<file path="src/rtl/bus_arbiter4_pkg.sv">
// Shared state encodings, requester count and the round-robin winner search
// for the four-master bus arbiter.
package bus_arbiter4_pkg;

  localparam int unsigned ARB_NREQ = 4;

  typedef enum logic {
    ARB_IDLE  = 1'b0,
    ARB_GRANT = 1'b1
  } arb_state_t;

  // Returns {found, index}; search starts at ptr and wraps modulo 4.
  function automatic logic [2:0] rr_pick(input logic [3:0] req, input logic [1:0] ptr);
    logic [1:0] idx;
    logic [2:0] res;
    res = '0;
    for (int unsigned i = 0; i < ARB_NREQ; i++) begin
      idx = ptr + 2'(i);
      if (!res[2] && req[idx]) res = {1'b1, idx};
    end
    return res;
  endfunction

endpackage

</file>
<file path="src/rtl/bus_arbiter4_mux4.sv">
// Generic 4:1 payload multiplexer.
module mux4 #(
  parameter int width = 32
) (
  input  logic [1:0]       sel,
  input  logic [width-1:0] d0,
  input  logic [width-1:0] d1,
  input  logic [width-1:0] d2,
  input  logic [width-1:0] d3,
  output logic [width-1:0] y
);

  always_comb begin
    y = d0;
    case (sel)
      2'd0: y = d0;
      2'd1: y = d1;
      2'd2: y = d2;
      2'd3: y = d3;
      default: y = d0;
    endcase
  end

endmodule

</file>
<file path="src/rtl/bus_arbiter4.sv">
// Round-robin arbiter for four masters sharing one slave port; each grant is
// held until the slave pulses done or the hold timer expires.
module bus_arbiter4
  import bus_arbiter4_pkg::*;
#(
  parameter int width    = 32,
  parameter int MAX_HOLD = 16
) (
  input  logic             clk,
  input  logic             rst,
  input  logic [3:0]       req,
  input  logic             done,
  input  logic [width-1:0] d0,
  input  logic [width-1:0] d1,
  input  logic [width-1:0] d2,
  input  logic [width-1:0] d3,
  output logic [3:0]       gnt,
  output logic [1:0]       sel,
  output logic             busy,
  output logic             timeout,
  output logic [width-1:0] y
);

  localparam int CW = $clog2(MAX_HOLD);

  arb_state_t    state;
  logic [1:0]    ptr;
  logic [CW-1:0] cnt;
  logic [2:0]    pick;
  logic          expired;

  always_comb pick = rr_pick(req, ptr);
  assign expired = (cnt == CW'(MAX_HOLD - 1));
  assign busy    = (state == ARB_GRANT);

  always_ff @(posedge clk or posedge rst) begin
    if (rst) begin
      state   <= ARB_IDLE;
      gnt     <= '0;
      sel     <= '0;
      ptr     <= '0;
      cnt     <= '0;
      timeout <= 1'b0;
    end else begin
      timeout <= 1'b0;
      if (state == ARB_IDLE || done || expired) begin
        // done outranks the timer, so timeout only pulses on a pure expiry
        if (state == ARB_GRANT && !done) timeout <= 1'b1;
        if (pick[2]) begin
          state <= ARB_GRANT;
          gnt   <= 4'b0001 << pick[1:0];
          sel   <= pick[1:0];
          ptr   <= pick[1:0] + 2'd1;
          cnt   <= '0;
        end else begin
          state <= ARB_IDLE;
          gnt   <= '0;
        end
      end else begin
        cnt <= cnt + 1'b1;
      end
    end
  end

  mux4 #(.width(width)) u_mux (
    .sel (sel),
    .d0  (d0),
    .d1  (d1),
    .d2  (d2),
    .d3  (d3),
    .y   (y)
  );

endmodule

</file>
<file path="config.mk">
export PLATFORM = sky130hd
export DESIGN_NAME = bus_arbiter4
export DESIGN_NICKNAME = d
export VERILOG_FILES = /design/src/rtl/bus_arbiter4_pkg.sv /design/src/rtl/bus_arbiter4_mux4.sv /design/src/rtl/bus_arbiter4.sv
export SDC_FILE = /design/constraint.sdc
export NUM_CORES = 1
export LEC_CHECK = 0
export BUFFER_PORTS_ARGS = -buffer_cell sky130_fd_sc_hd__buf_4
export CAP_MARGIN = 20
export CORE_AREA = 2 2 68 70
export CTS_CLUSTER_DIAMETER = 50
export DETAILED_ROUTE_END_ITERATION = 8
export DIE_AREA = 0 0 70 72
export GPL_ROUTABILITY_DRIVEN = 1
export HOLD_SLACK_MARGIN = 0.06
export PLACE_DENSITY = 0.85
export SYNTH_ARGS = -nofsm -noshare
export SYNTH_HDL_FRONTEND = slang
export SYNTH_SLANG_ARGS = --single-unit
</file>
<file path="constraint.sdc">
create_clock -name clk -period 2.8 [get_ports clk]
set_input_delay 0 -clock clk [delete_from_list [all_inputs] [get_ports clk]]
set_output_delay 0 -clock clk [all_outputs]
set_load 0.01 [all_outputs]
</file>
After elaboration in Yosys (flattened, before gate mapping)
Cells that the tools add are included.
{"block": "word_totals", "register_bits": 14, "inputBits": 135, "output_inout_bits": 40, "word_cells": 53}
{"block": "classes", "addsub": 5, "order_cmp": 4, "eq_ne": 5, "shifts": 1, "mux": 19, "bitwise_logic": 1, "reduce_logical": 12}
{"cell": "case mux 32 bit (4 select lines)", "n": 1}
{"cell": "< comparator 2 x 3 -> 1 bit (second input constant)", "n": 4}
{"cell": "two-way mux 3 bit", "n": 4}
{"cell": "two-way mux 4 bit", "n": 3}
{"cell": "binary-select mux 1 bit (select 2 bit)", "n": 4}
{"cell": "two-way mux 1 bit", "n": 7}
{"cell": "adder 2 x 1 -> 2 bit (second input constant)", "n": 2}
{"cell": "adder 2 bit (second input constant)", "n": 2}
{"cell": "adder 4 x 1 -> 4 bit (second input constant)", "n": 1}
{"cell": "equality test 2 bit (second input constant)", "n": 2}
{"cell": "equality test 4 bit (second input constant)", "n": 1}
{"cell": "logical AND 1 bit", "n": 4}
{"cell": "logical NOT 1 bit", "n": 4}
{"cell": "<< shifter 1 x 2 -> 4 bit (first input constant)", "n": 1}
{"cell": "equality test 2 x 1 -> 1 bit (second input constant)", "n": 1}
{"cell": "logical NOT 2 bit", "n": 1}
{"cell": "logical OR 1 bit", "n": 2}
{"cell": "inequality test 2 bit (second input constant)", "n": 1}
{"cell": "AND reduction 2 bit", "n": 1}
{"cell": "inverter 1 bit", "n": 1}

Depth between registers and ports, before layout
Gate-level depths: netlist of the first run.
{"block": "depth", "word_depth": 14, "mapped_depth": 7, "mapped_depth_nobuf": 7}

By module
A second synthesis of the first run with hierarchy kept.
{"block": "hier_totals", "hier_cells": 114, "hier_area_um2": 1554.0}
{"mod": "mux4", "n_inst": 1, "cells_per_inst": 39, "area_each_um2": 814.5, "seq_area_each_um2": 0.0}
{"mod": "bus_arbiter4", "n_inst": 1, "cells_per_inst": 75, "area_each_um2": 739.5, "seq_area_each_um2": 350.3}

Least setup slack after synthesis of the first run
Ideal clock, no wire load.
{"block": "synth_path", "path_kind": "register -> register", "start": "reg ptr[1]", "end": "reg ptr[1]", "setup_time_ps": 125, "arrival_ps": 1649, "t_required_ps": 2675, "path_slack_ps": 1027, "path_stages_with_launch": 6, "n_path_buf": 0, "synth_period_minus_slack_ps": 1773, "cell_sequence": "dfrtp_1 -> mux2i_1 -> nor2_1 -> a311oi_1 -> ha_1 -> mux2_2"}
{"block": "synth_via", "elab_chain_len": 13, "elab_cells_between_ends": 23, "classes_between": "add/sub: 4; mux: 12; reduce/logical: 7"}
{"item": "from (decl)", "line_no": "bus_arbiter4.sv:27", "rtl": "logic [1:0] ptr;"}
{"item": "from (signal assigned)", "line_no": "bus_arbiter4.sv:53", "rtl": "ptr <= pick[1:0] + 2'd1;"}
{"item": "branches (longest 11 deep; another with adder 2 x 1 -> 2 bit)"}
{"item": "two-way mux 3 bit *", "line_no": "bus_arbiter4_pkg.sv:19", "rtl": "if (!res[2] && req[idx]) res = {1'b1, idx};"}
{"item": "net pick[0]", "line_no": "bus_arbiter4.sv:29", "rtl": "logic [2:0] pick;"}
{"item": "adder 2 x 1 -> 2 bit *", "line_no": "bus_arbiter4.sv:53"}
Mark *: on every way through the listed nets, which the timed path passes. The select of a mux whose other input is x is not followed.
A chain may end at the register's enable or synchronous reset.

Worst setup path after layout of the first run
Same ends and word-level chain as after synthesis.

==> results.sh, run 1 <==
export IMPL_cts_tree="done"
export IMPL_cts_resized=0
export IMPL_critPathLaunchType="flip-flop"
export IMPL_drt_first_pass_iters=4
export IMPL_stdcell_area_sq_um=2910
export IMPL_finish_utilization_pct=68.2
export IMPL_drt_wl_total_um=6610
export IMPL_maxCapViolations=0
export IMPL_synth_avg_cell_area_sq_um=12.8
export IMPL_yosys_warnings=0
export IMPL_htreeDepth=1
export IMPL_die_area_sq_um=5040
export IMPL_hpwl_um=5660
export IMPL_required_ps=2930
export IMPL_remaining_drc_errors=0
export IMPL_relSlewSlack_pct=49.7
export IMPL_p_leak_nw=1.45
export IMPL_power_density_nw_per_um2=594
export IMPL_n_fill_cell=321
export IMPL_critical_path_class="reg2reg"
export IMPL_ys_async_sr_fraction_pct=100
export IMPL_clk_path_buf_depth=2
export IMPL_vdd_ir_drop_max_uv=482
export IMPL_fin_ws_ps=742
export IMPL_area_delta_synth_final_pct=96.1
export IMPL_finClkSkew_ps=3.48
export IMPL_drt_vias_per_instance=5.23
export IMPL_max_freq_mhz=486
export IMPL_postCtsSetupRepairBufs=0
export IMPL_clkTransAtPathRegs_ps=60
export IMPL_finalSetupTns_ps=0
export IMPL_wl_per_cell_um=19.4
export IMPL_routabilityCongestion=0.854
export IMPL_synth_cells=116
export IMPL_initial_core_util_pct=34.8
export IMPL_rsz0062_at_grt="no"
export IMPL_numCtsBuffers=3
export IMPL_ys_ff_latch=14
export IMPL_core_area_sq_um=4260
export IMPL_tightest_slew_ps=749
export IMPL_grt_pass1_vias=1801
export IMPL_final_layout_size_suffix_gt1_share_pct=75.4
export IMPL_syn_area_sq_um=1480
export IMPL_timing_critical_path_fanout_max=6
export IMPL_cp_top_family="compound AO/OA/AOI/OAI gates"
export IMPL_crit_buf_inv=0
export IMPL_ios=175
export IMPL_finalSetupViolations=0
export IMPL_finalMaxSlewViolations=0
export IMPL_antenna_cells=0
export IMPL_ys_seq_area_share_pct=23.6
export IMPL_cpMaxStageDelayCell="a311oi_1"
export IMPL_fin_nets=430
export IMPL_antenna_found_initial=0
export IMPL_cp_cell_sequence="mux2i_1 > nor2_1 > a311oi_1 > ha_1 > mux2_2"
export IMPL_port_buffers=174
export IMPL_rows=24
export IMPL_clockRootBuffer="clkbuf_8"
export IMPL_status="complete, no violations"
export IMPL_synth_edf_count=0
export IMPL_grt_pass1_wl_um=9790
export IMPL_dieHeight_um=72
export IMPL_synth_distinct_cells=26
export IMPL_fin_crit_sh_pct=73.5
export IMPL_vias=1782
export IMPL_synth_ff_type="dfrtp_1"
export IMPL_critPathArrivalTime_ps=2190
export IMPL_final_common_cell="buf_4"
export IMPL_crit_path_end_kind="flip-flop"
export IMPL_layout_common_cells="177 x buf_4, 32 x mux4_2, 14 x nand2_1"
export IMPL_syn_nets=256
export IMPL_min_period_ps=2060
export IMPL_cts_sinks=14
export IMPL_slowest_delay_ps=630
export IMPL_first_iter_violations=88
export IMPL_fin_total_pwr_mw=1.73
export IMPL_drtAntennaViolNets=0
export IMPL_die_w_um=70
export IMPL_insertion_delay_ps=240
export IMPL_hp_class="in2reg"
export IMPL_placed_cell_area_sq_um=2830
export IMPL_finalHoldViolCount=0
export IMPL_groute_usage_overall_pct=25.6
export IMPL_place_ws_ps=800
export IMPL_grt_max_degree=23
export IMPL_overflow=0
-- cells in the mapped netlist, types with 2 or more instances --
| library cell | n | area share, % |
|---|---|---|
| clkbuf_1 | 4 | 1.0 |
| o21ai_0 | 3 | 1.0 |
| inv_1 | 6 | 1.5 |
| nand3_1 | 7 | 2.4 |
| nand2b_1 | 2 | 0.84 |
| nor2_1 | 4 | 1.0 |
| mux4_2 | 32 | 49 |
| nand2_1 | 14 | 3.5 |
| a21oi_1 | 4 | 1.4 |
| buf_2 | 6 | 2.0 |
| dfrtp_1 | 14 | 24 |
| ha_1 | 5 | 4.2 |
| mux2_2 | 2 | 1.5 |
-- final timing paths --
check | cells past startpoint | slack (ps) | to | startpoint
max in group asynchronous | 3 | 2070 | sel[0] | rst
min reg2reg | 2 | 470 | gnt[1] | gnt[1]
min | 4 | 80 | cnt[1] | req[3]
min in group asynchronous | 3 | 350 | busy | rst
max reg2reg | 5 | 740 | ptr[1] | ptr[1]
max | 5 | 740 | ptr[1] | ptr[1]
-- metal layers --
layer  vias up  GRT usage (%)  wire length (um)
met5         -              0                 0
met4         0           6.20               124
met3        12           5.83               595
met2       100           43.5              3450
met1       858           33.7              2430
li1        812              -                 -
-- registers in the layout (all words and copies together), names as in the netlist --
| signal | count |
|---|---|
| cnt | 4 |
| gnt | 4 |
| ptr | 2 |
| sel | 2 |
| busy | 1 |
| timeout | 1 |
-- cell type report --
type / instances / area [sq um] / share of cell area [%]
well taps: 52 / 65.1 / 2.24
clock buffers: 4 / 55.1 / 1.89
repair buffers: 179 / 1350 / 46.4
flip-flops and latches: 14 / 352 / 12.1
inverters: 6 / 22.5 / 0.775
multi-input cells: 86 / 1060 / 36.6
-- timing repair --
| item | CTS | global route |
|---|---|---|
| setup endpoints to repair | 0 | 0 |
| hold endpoints to repair | 15 | 0 |
| hold buffers | 2 | 0 |
-- per-stage QoR --
stage	std cells	hold slack [ps]
global placement	335	61.5
finish	341	78.8
floorplan	116	-111
CTS	341	77.2
detailed placement	335	72.5
global route	341	98.9
-- logic make-up (layout without fill, tap and decap cells) --
family                     count (synthesis)  count (layout)  share of synthesized area [%]
adders and majority gates                  5               5                           4.22
buffers and inverters                     16             189                           4.56
xor gates and xnor gates                   1               1                          0.591
AOI/OAI and AO/OA                         13              13                           6.16
DFF                                       14              14                           23.6
muxes                                     35              35                           50.8
and+or+nand+nor                           32              32                           10.0
-- power by group --
group	internal [mW]	switching, mW
Clock	0.124	0.0726
Sequential	0.252	0.0851
Combinational	0.711	0.483
-- worst reg2reg max path: stages (launching register included) --
cell	delay (ps)
dfrtp_1	430
mux2i_1	210
nor2_1	60
a311oi_1	630
ha_1	350
mux2_2	260
Note: power is estimated with default switching activity, not from simulation.
==> run 2: changes to the inputs <==
--- a/config.mk
+++ b/config.mk
@@ -7,13 +7,12 @@
 export LEC_CHECK = 0
 export BUFFER_PORTS_ARGS = -buffer_cell sky130_fd_sc_hd__buf_4
 export CAP_MARGIN = 20
-export CORE_AREA = 2 2 68 70
+export CORE_UTILIZATION = 30
 export CTS_CLUSTER_DIAMETER = 50
 export DETAILED_ROUTE_END_ITERATION = 8
-export DIE_AREA = 0 0 70 72
 export GPL_ROUTABILITY_DRIVEN = 1
 export HOLD_SLACK_MARGIN = 0.06
-export PLACE_DENSITY = 0.85
+export PLACE_DENSITY = 0.79
 export SYNTH_ARGS = -nofsm -noshare
 export SYNTH_HDL_FRONTEND = slang
 export SYNTH_SLANG_ARGS = --single-unit
==> constraint.sdc (replaced) <==
create_clock -name clk -period 1.7 [get_ports clk]
set_input_delay 0 -clock clk [delete_from_list [all_inputs] [get_ports clk]]
set_output_delay 0 -clock clk [all_outputs]
set_load 0.01 [all_outputs]
==> results.sh, run 2 (synthesized netlist as in run 1, its figures left out) <==
export IMPL_fin_crit_sh_pct=94.1
export IMPL_cts_sinks=14
export IMPL_vias=1786
export IMPL_fin_ws_ps=101
export IMPL_core_area_sq_um=4750
export IMPL_crit_path_end_kind="flip-flop"
export IMPL_reg2reg_slack_ps=100
export IMPL_comb_power_share_pct=71.7
export IMPL_port_buffers=174
export IMPL_first_iter_violations=39
export IMPL_drtAntennaViolNets=0
export IMPL_die_w_um=72.3
export IMPL_reg_top3="cnt x4, gnt x4"
export IMPL_finalSetupTns_ps=0
export IMPL_finalSetupViolations=0
export IMPL_overflow=0
export IMPL_final_layout_size_suffix_gt1_share_pct=76.6
export IMPL_dieHeight_um=72.3
export IMPL_grt_pass1_vias=1823
export IMPL_p_int_mw=1.90
export IMPL_required_ps=1840
export IMPL_fin_nets=436
export IMPL_antenna_cells=0
export IMPL_critPathLaunchType="flip-flop"
export IMPL_clockRootBuffer="clkbuf_8"
export IMPL_wl_per_cell_um=16.5
export IMPL_critical_path_class="reg2reg"
export IMPL_max_freq_mhz=625
export IMPL_relSlewSlack_pct=67.0
export IMPL_p_leak_nw=1.49
export IMPL_finalHoldViolCount=0
export IMPL_clock_power_share_pct=11.3
export IMPL_maxCapViolations=0
export IMPL_switching_power_mw=1.04
export IMPL_critPathArrivalTime_ps=1740
export IMPL_pwr_share_seq_pct=16.9
export IMPL_rsz0062_at_grt="no"
export IMPL_vdd_ir_drop_max_uv=722
export IMPL_timing_critical_path_fanout_max=6
export IMPL_drt_wl_total_um=5960
export IMPL_initial_core_util_pct=31.2
export IMPL_insertion_delay_ps=250
export IMPL_clkTransAtPathRegs_ps=60
export IMPL_swShare_pct=35.3
export IMPL_ios=175
export IMPL_finalMaxSlewViolations=0
export IMPL_grt_pass1_wl_um=8620
export IMPL_layout_common_cells="180 x buf_4, 32 x mux4_2, 14 x nand2_1"
export IMPL_rows=25
export IMPL_area_delta_synth_final_pct=103
export IMPL_finClkSkew_ps=4.67
export IMPL_power_density_nw_per_um2=974
export IMPL_groute_usage_overall_pct=21.6
export IMPL_remaining_drc_errors=0
export IMPL_tightest_slew_ps=494
export IMPL_drt_first_pass_iters=4
export IMPL_die_area_sq_um=5230
export IMPL_cts_tree="done"
export IMPL_grt_max_degree=34
export IMPL_min_period_ps=1600
export IMPL_hpwl_um=5000
export IMPL_routabilityCongestion=0.817
export IMPL_status="complete, no violations"
export IMPL_place_ws_ps=47.6
export IMPL_hp_class="in2reg"
export IMPL_antenna_found_initial=0
export IMPL_drt_vias_per_instance=4.93
export IMPL_htreeDepth=1
export IMPL_whs_ps=70.5
export IMPL_final_common_cell="buf_4"
export IMPL_numCtsBuffers=3
export IMPL_clk_path_buf_depth=2
-- run 2: cell count changes in the layout (fill, tap and decap cells not counted), sizes merged --
cell | previous run | this run
buf | 177 | 183
-- run 2: area by class of cell --
class / count / area (sq um)
Fill cell: 400 / 1740
Timing Repair Buffer: 185 / 1430
Multi-Input combinational cell: 86 / 1070
Sequential cell: 14 / 353
Tap cell: 67 / 83.8
Clock buffer: 4 / 55.1
Inverter: 6 / 22.5
-- run 2: metal layers --
layer  wire (um)  vias up  track usage [%]
li1            -      825                -
met1        2100      867             23.6
met2        3310       79             40.5
met3         398       15             4.17
met4         148        0             9.37
met5           0        -                0
-- run 2: timing repair --
item / CTS / global route
gates resized for setup: 0 / 1
hold buffers: 2 / 0
endpoints found under the hold margin: 15 / 0
buffers inserted: 1 / 2
endpoints found under the setup margin: 7 / 3
pin swaps: 0 / 1
-- run 2: power groups by stage --
stage          Combinational (mW)  Sequential [mW]  Clock, mW
5_1_grt                      2.25            0.507      0.352
2_1_floorplan                1.09            0.494          0
3_3_place_gp                 2.04            0.512          0
3_5_place_dp                 2.06            0.520          0
4_1_cts                      2.10            0.495      0.336
6_report                     2.11            0.497      0.333
-- run 2: worst paths after layout --
| path | depth (start not counted) | end | from |
|---|---|---|---|
| max | 5 | ptr[1] | ptr[1] |
| max reg2reg | 5 | ptr[1] | ptr[1] |
| min reg2reg | 2 | gnt[2] | gnt[2] |
| min in group asynchronous | 3 | gnt[1] | rst |
| min | 4 | cnt[1] | req[3] |
| max in group asynchronous | 3 | ptr[1] | rst |
-- run 2: through the flow --
| step | power [mW] | cell area, sq um | utilization (%) | std cells |
|---|---|---|---|---|
| floorplan | 1.58 | 1490 | - | 116 |
| global placement | 2.55 | 2920 | 61.4 | 353 |
| detailed placement | 2.58 | 2920 | 61.4 | 353 |
| CTS | 2.93 | 3000 | 63.1 | 360 |
| global route | 3.11 | 3020 | 63.4 | 362 |
| finish | 2.94 | 3020 | 63.4 | 362 |
-- run 2: worst max-delay path, stage by stage (launching register included) --
cell	delay (ps)
dfrtp_2	440
a21oi_1	140
o21ai_0	90
o2bb2a_1	320
ha_1	250
mux2_2	250
==> run 3: changes to the inputs <==
--- a/config.mk
+++ b/config.mk
@@ -6,12 +6,13 @@
 export NUM_CORES = 1
 export LEC_CHECK = 0
 export BUFFER_PORTS_ARGS = -buffer_cell sky130_fd_sc_hd__buf_4
-export CAP_MARGIN = 20
+export CAP_MARGIN = 10
 export CORE_UTILIZATION = 30
 export CTS_CLUSTER_DIAMETER = 50
 export DETAILED_ROUTE_END_ITERATION = 8
 export GPL_ROUTABILITY_DRIVEN = 1
 export HOLD_SLACK_MARGIN = 0.06
+export MAX_ROUTING_LAYER = met4
 export PLACE_DENSITY = 0.79
 export SYNTH_ARGS = -nofsm -noshare
 export SYNTH_HDL_FRONTEND = slang
==> results.sh, run 3 (synthesized netlist as in run 1, its figures left out) <==
export IMPL_stdcell_area_sq_um=3020
export IMPL_critPathArrivalTime_ps=1750
export IMPL_tightest_slew_ps=511
export IMPL_area_delta_synth_final_pct=103
export IMPL_fin_total_pwr_mw=2.94
export IMPL_final_layout_size_suffix_gt1_share_pct=76.6
export IMPL_grt_max_degree=34
export IMPL_cp_cell_sequence="a21oi_1 > o21ai_0 > o2bb2a_1 > ha_1 > mux2_2"
export IMPL_antenna_found_initial=0
export IMPL_drtAntennaViolNets=0
export IMPL_dieHeight_um=72.3
export IMPL_whs_ps=69.3
export IMPL_fin_nets=436
export IMPL_finalSetupViolations=0
export IMPL_finalHoldViolCount=0
export IMPL_gr_usage_met3_pct=4.17
export IMPL_hp_class="in2reg"
export IMPL_critical_path_class="reg2reg"
export IMPL_met2_usage_pct=40.4
export IMPL_reg2reg_slack_ps=100
export IMPL_finalMaxSlewViolations=0
export IMPL_p_leak_nw=1.49
export IMPL_numCtsBuffers=3
export IMPL_first_iter_violations=44
export IMPL_htreeDepth=1
export IMPL_required_ps=1840
export IMPL_insertion_delay_ps=260
export IMPL_maxCapViolations=0
export IMPL_wl_per_cell_um=16.5
export IMPL_drt_first_pass_iters=6
export IMPL_cts_tree="done"
export IMPL_power_density_nw_per_um2=975
export IMPL_cts_sinks=14
export IMPL_fin_crit_sh_pct=94.3
export IMPL_met1_usage_pct=23.8
export IMPL_relSlewSlack_pct=65.9
export IMPL_r2r_end="ptr[1]"
export IMPL_finClkSkew_ps=5.37
export IMPL_status="complete, no violations"
export IMPL_antenna_cells=0
export IMPL_hpwl_um=5000
export IMPL_layout_common_cells="180 x buf_4, 32 x mux4_2, 14 x nand2_1"
export IMPL_grt_pass1_vias=1824
export IMPL_clk_path_buf_depth=2
export IMPL_port_buffers=174
export IMPL_grt_busiest_layer="met2"
export IMPL_routabilityCongestion=0.829
export IMPL_ff2ff_path_depth=5
export IMPL_rows=25
export IMPL_grt_pass1_wl_um=8620
export IMPL_placed_cell_area_sq_um=2920
export IMPL_slowest_delay_ps=440
export IMPL_hold_end="cnt[1]"
export IMPL_r2r_start="ptr[1]"
export IMPL_vias=1789
export IMPL_min_path_cells=4
export IMPL_clkTransAtPathRegs_ps=60
export IMPL_max_freq_mhz=624
export IMPL_final_common_cell="buf_4"
export IMPL_die_w_um=72.3
export IMPL_clockRootBuffer="clkbuf_8"
export IMPL_die_area_sq_um=5230
export IMPL_crit_path_end_kind="flip-flop"
export IMPL_rsz0062_at_grt="no"
export IMPL_drt_wl_total_um=5980
export IMPL_ios=175
export IMPL_crit_buf_inv=0
export IMPL_initial_core_util_pct=31.2
export IMPL_cpMaxStageDelayCell="dfrtp_2"
export IMPL_critPathLaunchType="flip-flop"
export IMPL_min_period_ps=1600
export IMPL_vdd_ir_drop_max_uv=719
export IMPL_groute_usage_overall_pct=22.3
export IMPL_core_area_sq_um=4750
export IMPL_reg_top3="cnt x4, gnt x4"
export IMPL_timing_critical_path_fanout_max=6
export IMPL_finalSetupTns_ps=0
export IMPL_drt_vias_per_instance=4.94
export IMPL_remaining_drc_errors=0
export IMPL_hp_start="req[3]"
export IMPL_overflow=0
export IMPL_critPathLaunch="ptr[1]"
export IMPL_cp_top_family="compound AO/OA/AOI/OAI gates"
-- run 3: through the flow --
step / utilization [%] / cells / worst slack (ps)
floorplan: - / 116 / 43.3
global placement: 61.4 / 353 / 129
detailed placement: 61.4 / 353 / 47.6
CTS: 63.1 / 360 / 35.0
global route: 63.4 / 362 / 16.2
finish: 63.4 / 362 / 96.6
-- run 3: worst max-delay path by stage --
| stage | endpoint | slack, ps | cells past startpoint |
|---|---|---|---|
| floorplan | ptr[1] | 40 | 5 |
| global placement | ptr[1] | 130 | 5 |
| detailed placement | gnt[0] | 50 | 8 |
| CTS | gnt[0] | 40 | 8 |
| global route | sel[0] | 20 | 6 |
| finish | ptr[1] | 100 | 5 |
-- run 3: area by class of cell --
class	count	area, sq um
clock buffers	4	55.1
fillers	400	1740
inverters	6	22.5
multi-input cells	86	1070
flip-flops and latches	14	353
well taps	67	83.8
repair buffers	185	1430
-- run 3: power by group --
| group | internal [mW] | total (mW) | switching, mW |
|---|---|---|---|
| Sequential | 0.418 | 0.497 | 0.0791 |
| Clock | 0.206 | 0.334 | 0.128 |
| Combinational | 1.28 | 2.11 | 0.833 |
| Total | 1.90 | 2.94 | 1.04 |
-- run 3: what timing repair did --
item,in CTS,in global routing
gates resized for setup,0,1
pin swaps,0,1
endpoints found under the setup margin,7,3
buffers inserted,1,2
hold buffers,2,0
hold endpoints to repair,15,0
-- run 3: layer usage --
metal	vias to the layer above	part of all wire (%)
met5	-	0
met3	17	6.9
met2	87	55
met1	861	35
li1	824	-
met4	0	2.4
-- run 3: worst reg2reg max path, stage by stage (launching register included) --
cell and delay (ps):
dfrtp_2 440, a21oi_1 140, o21ai_0 90, o2bb2a_1 320
ha_1 250, mux2_2 250
